$ cat src/rtl/irq_gen_pkg.sv
// -----------------------------------------------------------------------------
// irq_gen_pkg
// Shared types and constants for the external-interrupt stimulus generator
// (irq_trigger_gen and its per-channel FSM irq_gen_channel).
//   ch_state_e       : per-channel FSM state
//   MODE_LEVEL/PULSE : channel assertion mode
//   ACK_ADDR_DEFAULT : default acknowledge word address
//   word_match()     : compare two byte addresses at word granularity
// -----------------------------------------------------------------------------
package irq_gen_pkg;

    typedef enum logic [2:0] {
        ST_IDLE   = 3'd0,
        ST_ARMED  = 3'd1,
        ST_WAIT   = 3'd2,
        ST_ASSERT = 3'd3,
        ST_LEAVE  = 3'd4
    } ch_state_e;

    localparam logic MODE_LEVEL = 1'b0;
    localparam logic MODE_PULSE = 1'b1;

    localparam logic [31:0] ACK_ADDR_DEFAULT = 32'h0000_7F20;

    // Byte-offset bits are irrelevant for both trigger PCs and the ack store.
    function automatic logic word_match(input logic [31:0] a, input logic [31:0] b);
        return (a & ~32'h3) == (b & ~32'h3);
    endfunction

endpackage

$ cat src/rtl/irq_gen_channel.sv
// -----------------------------------------------------------------------------
// irq_gen_channel
// One interrupt channel: waits for its trigger PC, counts out the programmed
// delay, asserts its request (level until ack, or a fixed-length pulse), then
// re-arms only after the PC has moved off the trigger address.
// Optional macro IRQ_GEN_LOG_EN: print a line on each assertion and ack-clear.
// Ports:
//   clk, reset    : clock, synchronous active-high reset
//   cfg_sel_i     : configuration write addressed to this channel
//   cfg_pc_i      : trigger PC (bits [1:0] ignored)
//   cfg_count_i   : fires before retiring, 0 = disabled
//   cfg_delay_i   : cycles from match to assertion
//   cfg_mode_i    : MODE_LEVEL / MODE_PULSE
//   pc_i          : CPU architectural PC
//   ack_i         : acknowledge store seen this cycle
//   irq_o         : registered request
//   fire_o        : this edge enters ASSERT (feeds the shared fire counter)
// -----------------------------------------------------------------------------
module irq_gen_channel
    import irq_gen_pkg::*;
#(
    parameter int CH_IDX    = 0,
    parameter int PULSE_LEN = 3,
    parameter int CNT_W     = 8
) (
    input  logic             clk,
    input  logic             reset,
    input  logic             cfg_sel_i,
    input  logic [31:0]      cfg_pc_i,
    input  logic [CNT_W-1:0] cfg_count_i,
    input  logic [CNT_W-1:0] cfg_delay_i,
    input  logic             cfg_mode_i,
    input  logic [31:0]      pc_i,
    input  logic             ack_i,
    output logic             irq_o,
    output logic             fire_o
);

    // Pulse counter holds PULSE_LEN-1 down to 0.
    localparam int PW = (PULSE_LEN > 1) ? $clog2(PULSE_LEN) : 1;

    ch_state_e        state_q;
    logic [31:0]      trig_pc_q;
    logic [CNT_W-1:0] count_q;
    logic [CNT_W-1:0] delay_q;
    logic [CNT_W-1:0] dly_q;
    logic [PW-1:0]    pcnt_q;
    logic             mode_q;
    logic             irq_q;

    logic pc_hit;
    assign pc_hit = word_match(pc_i, trig_pc_q);

    // A config write on the entry edge overrides the transition into ASSERT.
    assign fire_o = (state_q == ST_WAIT) && (dly_q == '0) && !cfg_sel_i;
    assign irq_o  = irq_q;

    // NOTE: all state uses non-blocking assignments so every channel and the
    // top-level counters see the same pre-edge values.
    always_ff @(posedge clk) begin
        if (reset) begin
            state_q   <= ST_IDLE;
            trig_pc_q <= '0;
            count_q   <= '0;
            delay_q   <= '0;
            dly_q     <= '0;
            pcnt_q    <= '0;
            mode_q    <= MODE_LEVEL;
            irq_q     <= 1'b0;
        end else if (cfg_sel_i) begin
            trig_pc_q <= cfg_pc_i;
            count_q   <= cfg_count_i;
            delay_q   <= cfg_delay_i;
            mode_q    <= cfg_mode_i;
            irq_q     <= 1'b0;
            state_q   <= (cfg_count_i != '0) ? ST_ARMED : ST_IDLE;
        end else begin
            case (state_q)
                ST_IDLE: ;
                ST_ARMED: begin
                    if (pc_hit) begin
                        dly_q   <= delay_q;
                        state_q <= ST_WAIT;
                    end
                end
                ST_WAIT: begin
                    if (dly_q == '0) begin
                        state_q <= ST_ASSERT;
                        irq_q   <= 1'b1;
                        count_q <= count_q - CNT_W'(1);
                        pcnt_q  <= PW'(PULSE_LEN - 1);
`ifdef IRQ_GEN_LOG_EN
                        $display("#interrupt@%0d pc=%h t=%0t", CH_IDX, trig_pc_q, $time);
`endif
                    end else begin
                        dly_q <= dly_q - CNT_W'(1);
                    end
                end
                ST_ASSERT: begin
                    if (mode_q == MODE_PULSE) begin
                        if (pcnt_q == '0) begin
                            state_q <= ST_LEAVE;
                            irq_q   <= 1'b0;
                        end else begin
                            pcnt_q <= pcnt_q - PW'(1);
                        end
                    end else if (ack_i) begin
                        state_q <= ST_LEAVE;
                        irq_q   <= 1'b0;
`ifdef IRQ_GEN_LOG_EN
                        $display("#ack@%0d", CH_IDX);
`endif
                    end
                end
                ST_LEAVE: begin
                    // Hold off re-arming while the CPU is still on the trigger PC.
                    if (count_q == '0) begin
                        state_q <= ST_IDLE;
                    end else if (!pc_hit) begin
                        state_q <= ST_ARMED;
                    end
                end
                default: state_q <= ST_IDLE;
            endcase
        end
    end

endmodule

$ cat src/rtl/irq_trigger_gen.sv
// -----------------------------------------------------------------------------
// irq_trigger_gen
// External-interrupt stimulus generator for the CPU benches. NCH independent
// channels fire when their programmed PC retires; level-mode requests clear on
// a store to ACK_ADDR, pulse-mode requests after PULSE_LEN cycles.
// Optional macro IRQ_GEN_LOG_EN: per-channel assertion/ack log lines.
// Ports:
//   clk, reset      : clock, synchronous active-high reset
//   cfg_we          : configuration write strobe
//   cfg_ch          : channel written (ignored if >= NCH)
//   cfg_pc          : trigger PC
//   cfg_count       : fires before retiring, 0 = disabled
//   cfg_delay       : match-to-assert delay in cycles
//   cfg_mode        : 0 level, 1 pulse
//   macroscopic_pc  : CPU architectural PC
//   m_data_addr     : data bus address
//   m_data_byteen   : data bus byte enables (non-zero = store)
//   irq             : per-channel request
//   interrupt       : OR of irq
//   fired_total     : saturating count of all assertions since reset
// -----------------------------------------------------------------------------
module irq_trigger_gen
    import irq_gen_pkg::*;
#(
    parameter int          NCH       = 4,
    parameter logic [31:0] ACK_ADDR  = ACK_ADDR_DEFAULT,
    parameter int          PULSE_LEN = 3,
    parameter int          CNT_W     = 8
) (
    input  logic             clk,
    input  logic             reset,
    input  logic             cfg_we,
    input  logic [2:0]       cfg_ch,
    input  logic [31:0]      cfg_pc,
    input  logic [CNT_W-1:0] cfg_count,
    input  logic [CNT_W-1:0] cfg_delay,
    input  logic             cfg_mode,
    input  logic [31:0]      macroscopic_pc,
    input  logic [31:0]      m_data_addr,
    input  logic [3:0]       m_data_byteen,
    output logic [NCH-1:0]   irq,
    output logic             interrupt,
    output logic [15:0]      fired_total
);

    logic           ack;
    logic [NCH-1:0] cfg_sel;
    logic [NCH-1:0] fire;
    logic [15:0]    fired_total_q;
    logic [15:0]    fired_total_d;
    logic [3:0]     fire_cnt;
    logic [16:0]    fire_sum;

    assign ack = (|m_data_byteen) && ((m_data_addr & ~32'h3) == ACK_ADDR);

    for (genvar c = 0; c < NCH; c++) begin : g_ch
        // Channel indices >= NCH never match any generated slot.
        assign cfg_sel[c] = cfg_we && (cfg_ch == 3'(c));

        irq_gen_channel #(
            .CH_IDX   (c),
            .PULSE_LEN(PULSE_LEN),
            .CNT_W    (CNT_W)
        ) u_ch (
            .clk        (clk),
            .reset      (reset),
            .cfg_sel_i  (cfg_sel[c]),
            .cfg_pc_i   (cfg_pc),
            .cfg_count_i(cfg_count),
            .cfg_delay_i(cfg_delay),
            .cfg_mode_i (cfg_mode),
            .pc_i       (macroscopic_pc),
            .ack_i      (ack),
            .irq_o      (irq[c]),
            .fire_o     (fire[c])
        );
    end

    // Several channels may enter ASSERT on one edge: add their popcount.
    // NOTE: every variable gets a default first so no latch is inferred.
    always_comb begin
        fire_cnt = '0;
        for (int c = 0; c < NCH; c++) begin
            fire_cnt = fire_cnt + 4'(fire[c]);
        end
        fire_sum      = {1'b0, fired_total_q} + 17'(fire_cnt);
        fired_total_d = fire_sum[16] ? 16'hFFFF : fire_sum[15:0];
    end

    always_ff @(posedge clk) begin
        if (reset) begin
            fired_total_q <= '0;
        end else begin
            fired_total_q <= fired_total_d;
        end
    end

    assign fired_total = fired_total_q;
    assign interrupt   = |irq;

endmodule

$ cat config.mk
export PLATFORM = sky130hd
export DESIGN_NAME = irq_trigger_gen
export DESIGN_NICKNAME = d
export VERILOG_FILES = /design/src/rtl/irq_gen_pkg.sv /design/src/rtl/irq_gen_channel.sv /design/src/rtl/irq_trigger_gen.sv
export SDC_FILE = /design/constraint.sdc
export NUM_CORES = 1
export LEC_CHECK = 0
export CAP_MARGIN = 20
export CELL_PAD_IN_SITES_DETAIL_PLACEMENT = 1
export CELL_PAD_IN_SITES_GLOBAL_PLACEMENT = 1
export CORE_MARGIN = 4
export CORE_UTILIZATION = 49
export CTS_BUF_LIST = sky130_fd_sc_hd__clkbuf_8
export DETAILED_ROUTE_END_ITERATION = 16
export PLACE_DENSITY = 0.94
export SLEW_MARGIN = 40
export SYNTH_ARGS = -nofsm -noshare
export SYNTH_HDL_FRONTEND = slang
export SYNTH_HIERARCHICAL = 1
export SYNTH_SLANG_ARGS = --single-unit
$ cat constraint.sdc
create_clock -name clk -period 9.5 [get_ports clk]
set_input_delay 2.85 -clock clk [delete_from_list [all_inputs] [get_ports clk]]
set_output_delay 2.85 -clock clk [all_outputs]
set_load 0.005 [all_outputs]
==> results.md <==
* First drt pass iteration count at 5
* Max Transition Viols Final at 0
* Routed Antenna Nets at 0
* IO buf count at 137
* Clock Tree Root: clkbuf_8
* Nets at 1743
* Hold buffer count at CTS at 0
* Net Count, Synth at 1624
* Initial antenna violation count at 0
* Synthesized instance count at 1481
* Hpwl dp at 31400 um
* Reg2Reg Depth at 14
* Worst-skew pair later-pin latency at 0.61 ns
* TritonCTS clock tree: done
* Post-synth EDFFs at 0
* CP peak stage delay at 0.56 ns
* Critical path class: input pin to flip-flop
* Worst-Margin Slew at 0.919 ns
* Combinational power share at 0.095
* Cell Count, Final, Fillers Out at 1976
* Die width at 173 um
* Synth unique cells at 75
* Total gr overflow at 0
* Post-CTS Resized at 0
* Layout cell share with drive strength beyond 1 at 0.0813
* Die Footprint at 30000 um^2
* Sequential fraction of design power at 0.458
* Hold path startpoint: g_ch[0].u_ch/dly_q[1]
* Worst Hold Class: flip-flop to flip-flop
* Rows at 60
* DRC errors left at 0
* F_max at 0.151 GHz
* Setup slack, reg-to-reg at 5.24 ns
* Reg2reg start: g_ch[0].u_ch/dly_q[0]
* Pwr/cell area at 155 nW/um^2
* Post-CTS Setup Inserts at 0
* Via Count at 12644
* Data arrival, critical path at 7.10 ns
* Layout area overhead at 18.5%
* Die outline height at 173 um
* H-tree depth at 2
* Post-synth top area share at 0.389
* Leakage at 5.40 nW
* Share of flip-flops with an asynchronous set or reset at 0
* Sw frac at 0.269
* CP Capture Type: flip-flop
* Vias per inst at 6.40
* Critical path, cell by cell: clkdlybuf4s50_1, nor2b_1, nor3b_2, buf_4, nor2_1, fa_1, inv_1, fa_1, inv_1, fa_1, nand3_1, nor4_1, nand3_1, a31oi_1
* Most common cell after layout, fill and taps aside: dfxtp_1
* Deepest clock path buffer count at 3
* Mean post-synth cell area at 9.04 um^2
* TritonCTS Sinks at 260
* Switching pwr at 0.000662 W
* RSZ-0062 raised after global routing: no
* Slew margin rel. at 0.382
* First-pass GRT wire length at 79300 um
* Iteration-0 DRC Markers at 1159
* Placed cells at 1893
* Worst hold endpoint: g_ch[0].u_ch/dly_q[1]
* Number of global-route vias before repair at 13697
* Slowest cell on crit path: fa_1
* Clock-pin slew on the worst setup and hold paths at 0.06 ns
* Setup Skew at 0.0726 ns
* Total Routing Usage GR at 0.328
* Hold depth at 2
* DR WL/cell at 26.2 um
* Worst path required time at 9.99 ns
* Critical R2R Capture: fired_total[10]
* Antenna Cells at 0
* Internal power at 0.00180 W
* Starting density of the core at 0.497
* Post-synthesis sequential area ratio at 0.389
* Ys Warns at 6
* Minimum clock period at 6.61 ns
* Drt total wl at 51700 um
* Outcome: complete, no violations
* Critical Path Fanout Max at 15
* Largest net degree at the start of global routing at 114
* Boundary Pins at 144
* Synth Register Bits at 260
* Startpoint Class: input pin
* VDD IR-drop max at 0.000129 V
* Biggest area consumer among synthesized cells: dfxtp_1
* Max-cap violations at 0
* Period utilization at 0.695
* Hold Fails Final Rpt at 0
* Final GP Congestion at 0.833
* Crit-path most repeated cell: fa_1
* Fin Setup TNS at 0 ns
* Commonest non-fill, non-tap cells in the layout: 260 x dfxtp_1, 220 x nor2_1, 167 x mux2i_1
* Synth top area cells: dfxtp_1 39%, mux2i_1 12%, xnor2_1 9.0%
* CTS Buf Count at 46
* Synthesized cell area at 13400 um^2
* Final Setup Violations at 0
* Core Area at 27000 um^2
* Top FF cell, synth: dfxtp_1
* Clock power frac at 0.447
==> power groups by stage <==
stage                     clock (W)  combinational [W]  sequential [W]
after floorplan                   0           0.000111         0.00114
after global placement            0           0.000205         0.00115
after detailed placement          0           0.000218         0.00115
after CTS                   0.00111           0.000228         0.00113
after global routing        0.00116           0.000243         0.00113
final                       0.00110           0.000234         0.00113
==> synth_stat cells, types with 8 or more instances <==
library cell	count
or3_1	15
a21oi_1	79
inv_1	49
clkbuf_8	8
o31ai_1	21
o211ai_1	8
o41ai_1	8
buf_1	11
ha_1	17
xor2_1	14
clkbuf_1	41
nand3_1	12
dfxtp_1	260
a211oi_1	12
nand2_1	73
and3_1	10
o311ai_0	23
a31oi_1	23
nor3_1	32
xnor2_1	138
nor4_1	32
o21ai_0	40
mux2i_1	167
nor2_1	221
nand4_1	33
==> sequential cells by signal, summed over array words and instances, names as in the netlist <==
| signal | flops |
|---|---|
| g_ch.u_ch/irq_o | 4 |
| g_ch.u_ch/dly_q | 32 |
| g_ch.u_ch/trig_pc_q | 120 |
| g_ch.u_ch/count_q | 32 |
| g_ch.u_ch/delay_q | 32 |
| g_ch.u_ch/mode_q | 4 |
| fired_total | 16 |
| g_ch.u_ch/pcnt_q | 8 |
| g_ch.u_ch/state_q | 12 |
==> metrics by stage <==
stage	area [um^2]	power [W]	hold WS, ns	worst slack (ns)	utilization
floorplan	13400	0.00125	0.455	3.57	-
global placement	14900	0.00135	0.476	2.76	0.551
detailed placement	14900	0.00137	0.485	2.58	0.552
CTS	15800	0.00246	0.493	2.99	0.588
global route	15900	0.00253	0.533	2.72	0.589
finish	15900	0.00246	0.492	2.89	0.589
==> worst max path at each step <==
stage                     cells past startpoint  slack [ns]    from              end
after global placement                       14        2.76  cfg_we  fired_total[14]
after floorplan                              14        3.57  cfg_we  fired_total[14]
after CTS                                    14        2.99  cfg_we  fired_total[10]
after global routing                         14        2.72  cfg_we  fired_total[10]
after detailed placement                     14        2.58  cfg_we  fired_total[14]
final                                        14        2.89  cfg_we  fired_total[10]
==> per-layer routing <==
| layer | vias to the layer above | part of all wire | track usage |
|---|---|---|---|
| met3 | 241 | 0.067 | 0.0670 |
| met1 | 6272 | 0.38 | 0.370 |
| met5 | - | 0 | 0 |
| met4 | 0 | 0.065 | 0.198 |
| li1 | 5510 | - | - |
| met2 | 621 | 0.49 | 0.572 |
==> worst max-delay path, delay by kind of cell <==
kind	cells	cell delay, ns
AOI/OAI and AO/OA	1	0.35
adders and majority gates	3	1.23
buffers and inverters	4	0.99
and+or+nand+nor	6	1.66
==> cells by family (layout without fill, tap and decap cells) <==
group,after synthesis,after routing,share of synthesized area
buffers and inverters,123,277,0.0449
AOI/OAI and AO/OA,250,250,0.121
DFF,260,260,0.389
and+or+nand+nor,508,508,0.200
xor gates and xnor gates,152,152,0.0994
muxes,168,168,0.126
adders and majority gates,20,20,0.0204
==> final cells by class <==
cell class | instances | area, um^2
clock buffer | 59 | 812
sequential | 260 | 5200
multi-input combinational | 1098 | 7650
inverter | 50 | 188
clock inverter | 24 | 146
fill | 3000 | 11100
timing repair buffer | 144 | 1440
tap | 341 | 427
No activity file was read; power rests on OpenSTA's default activity.
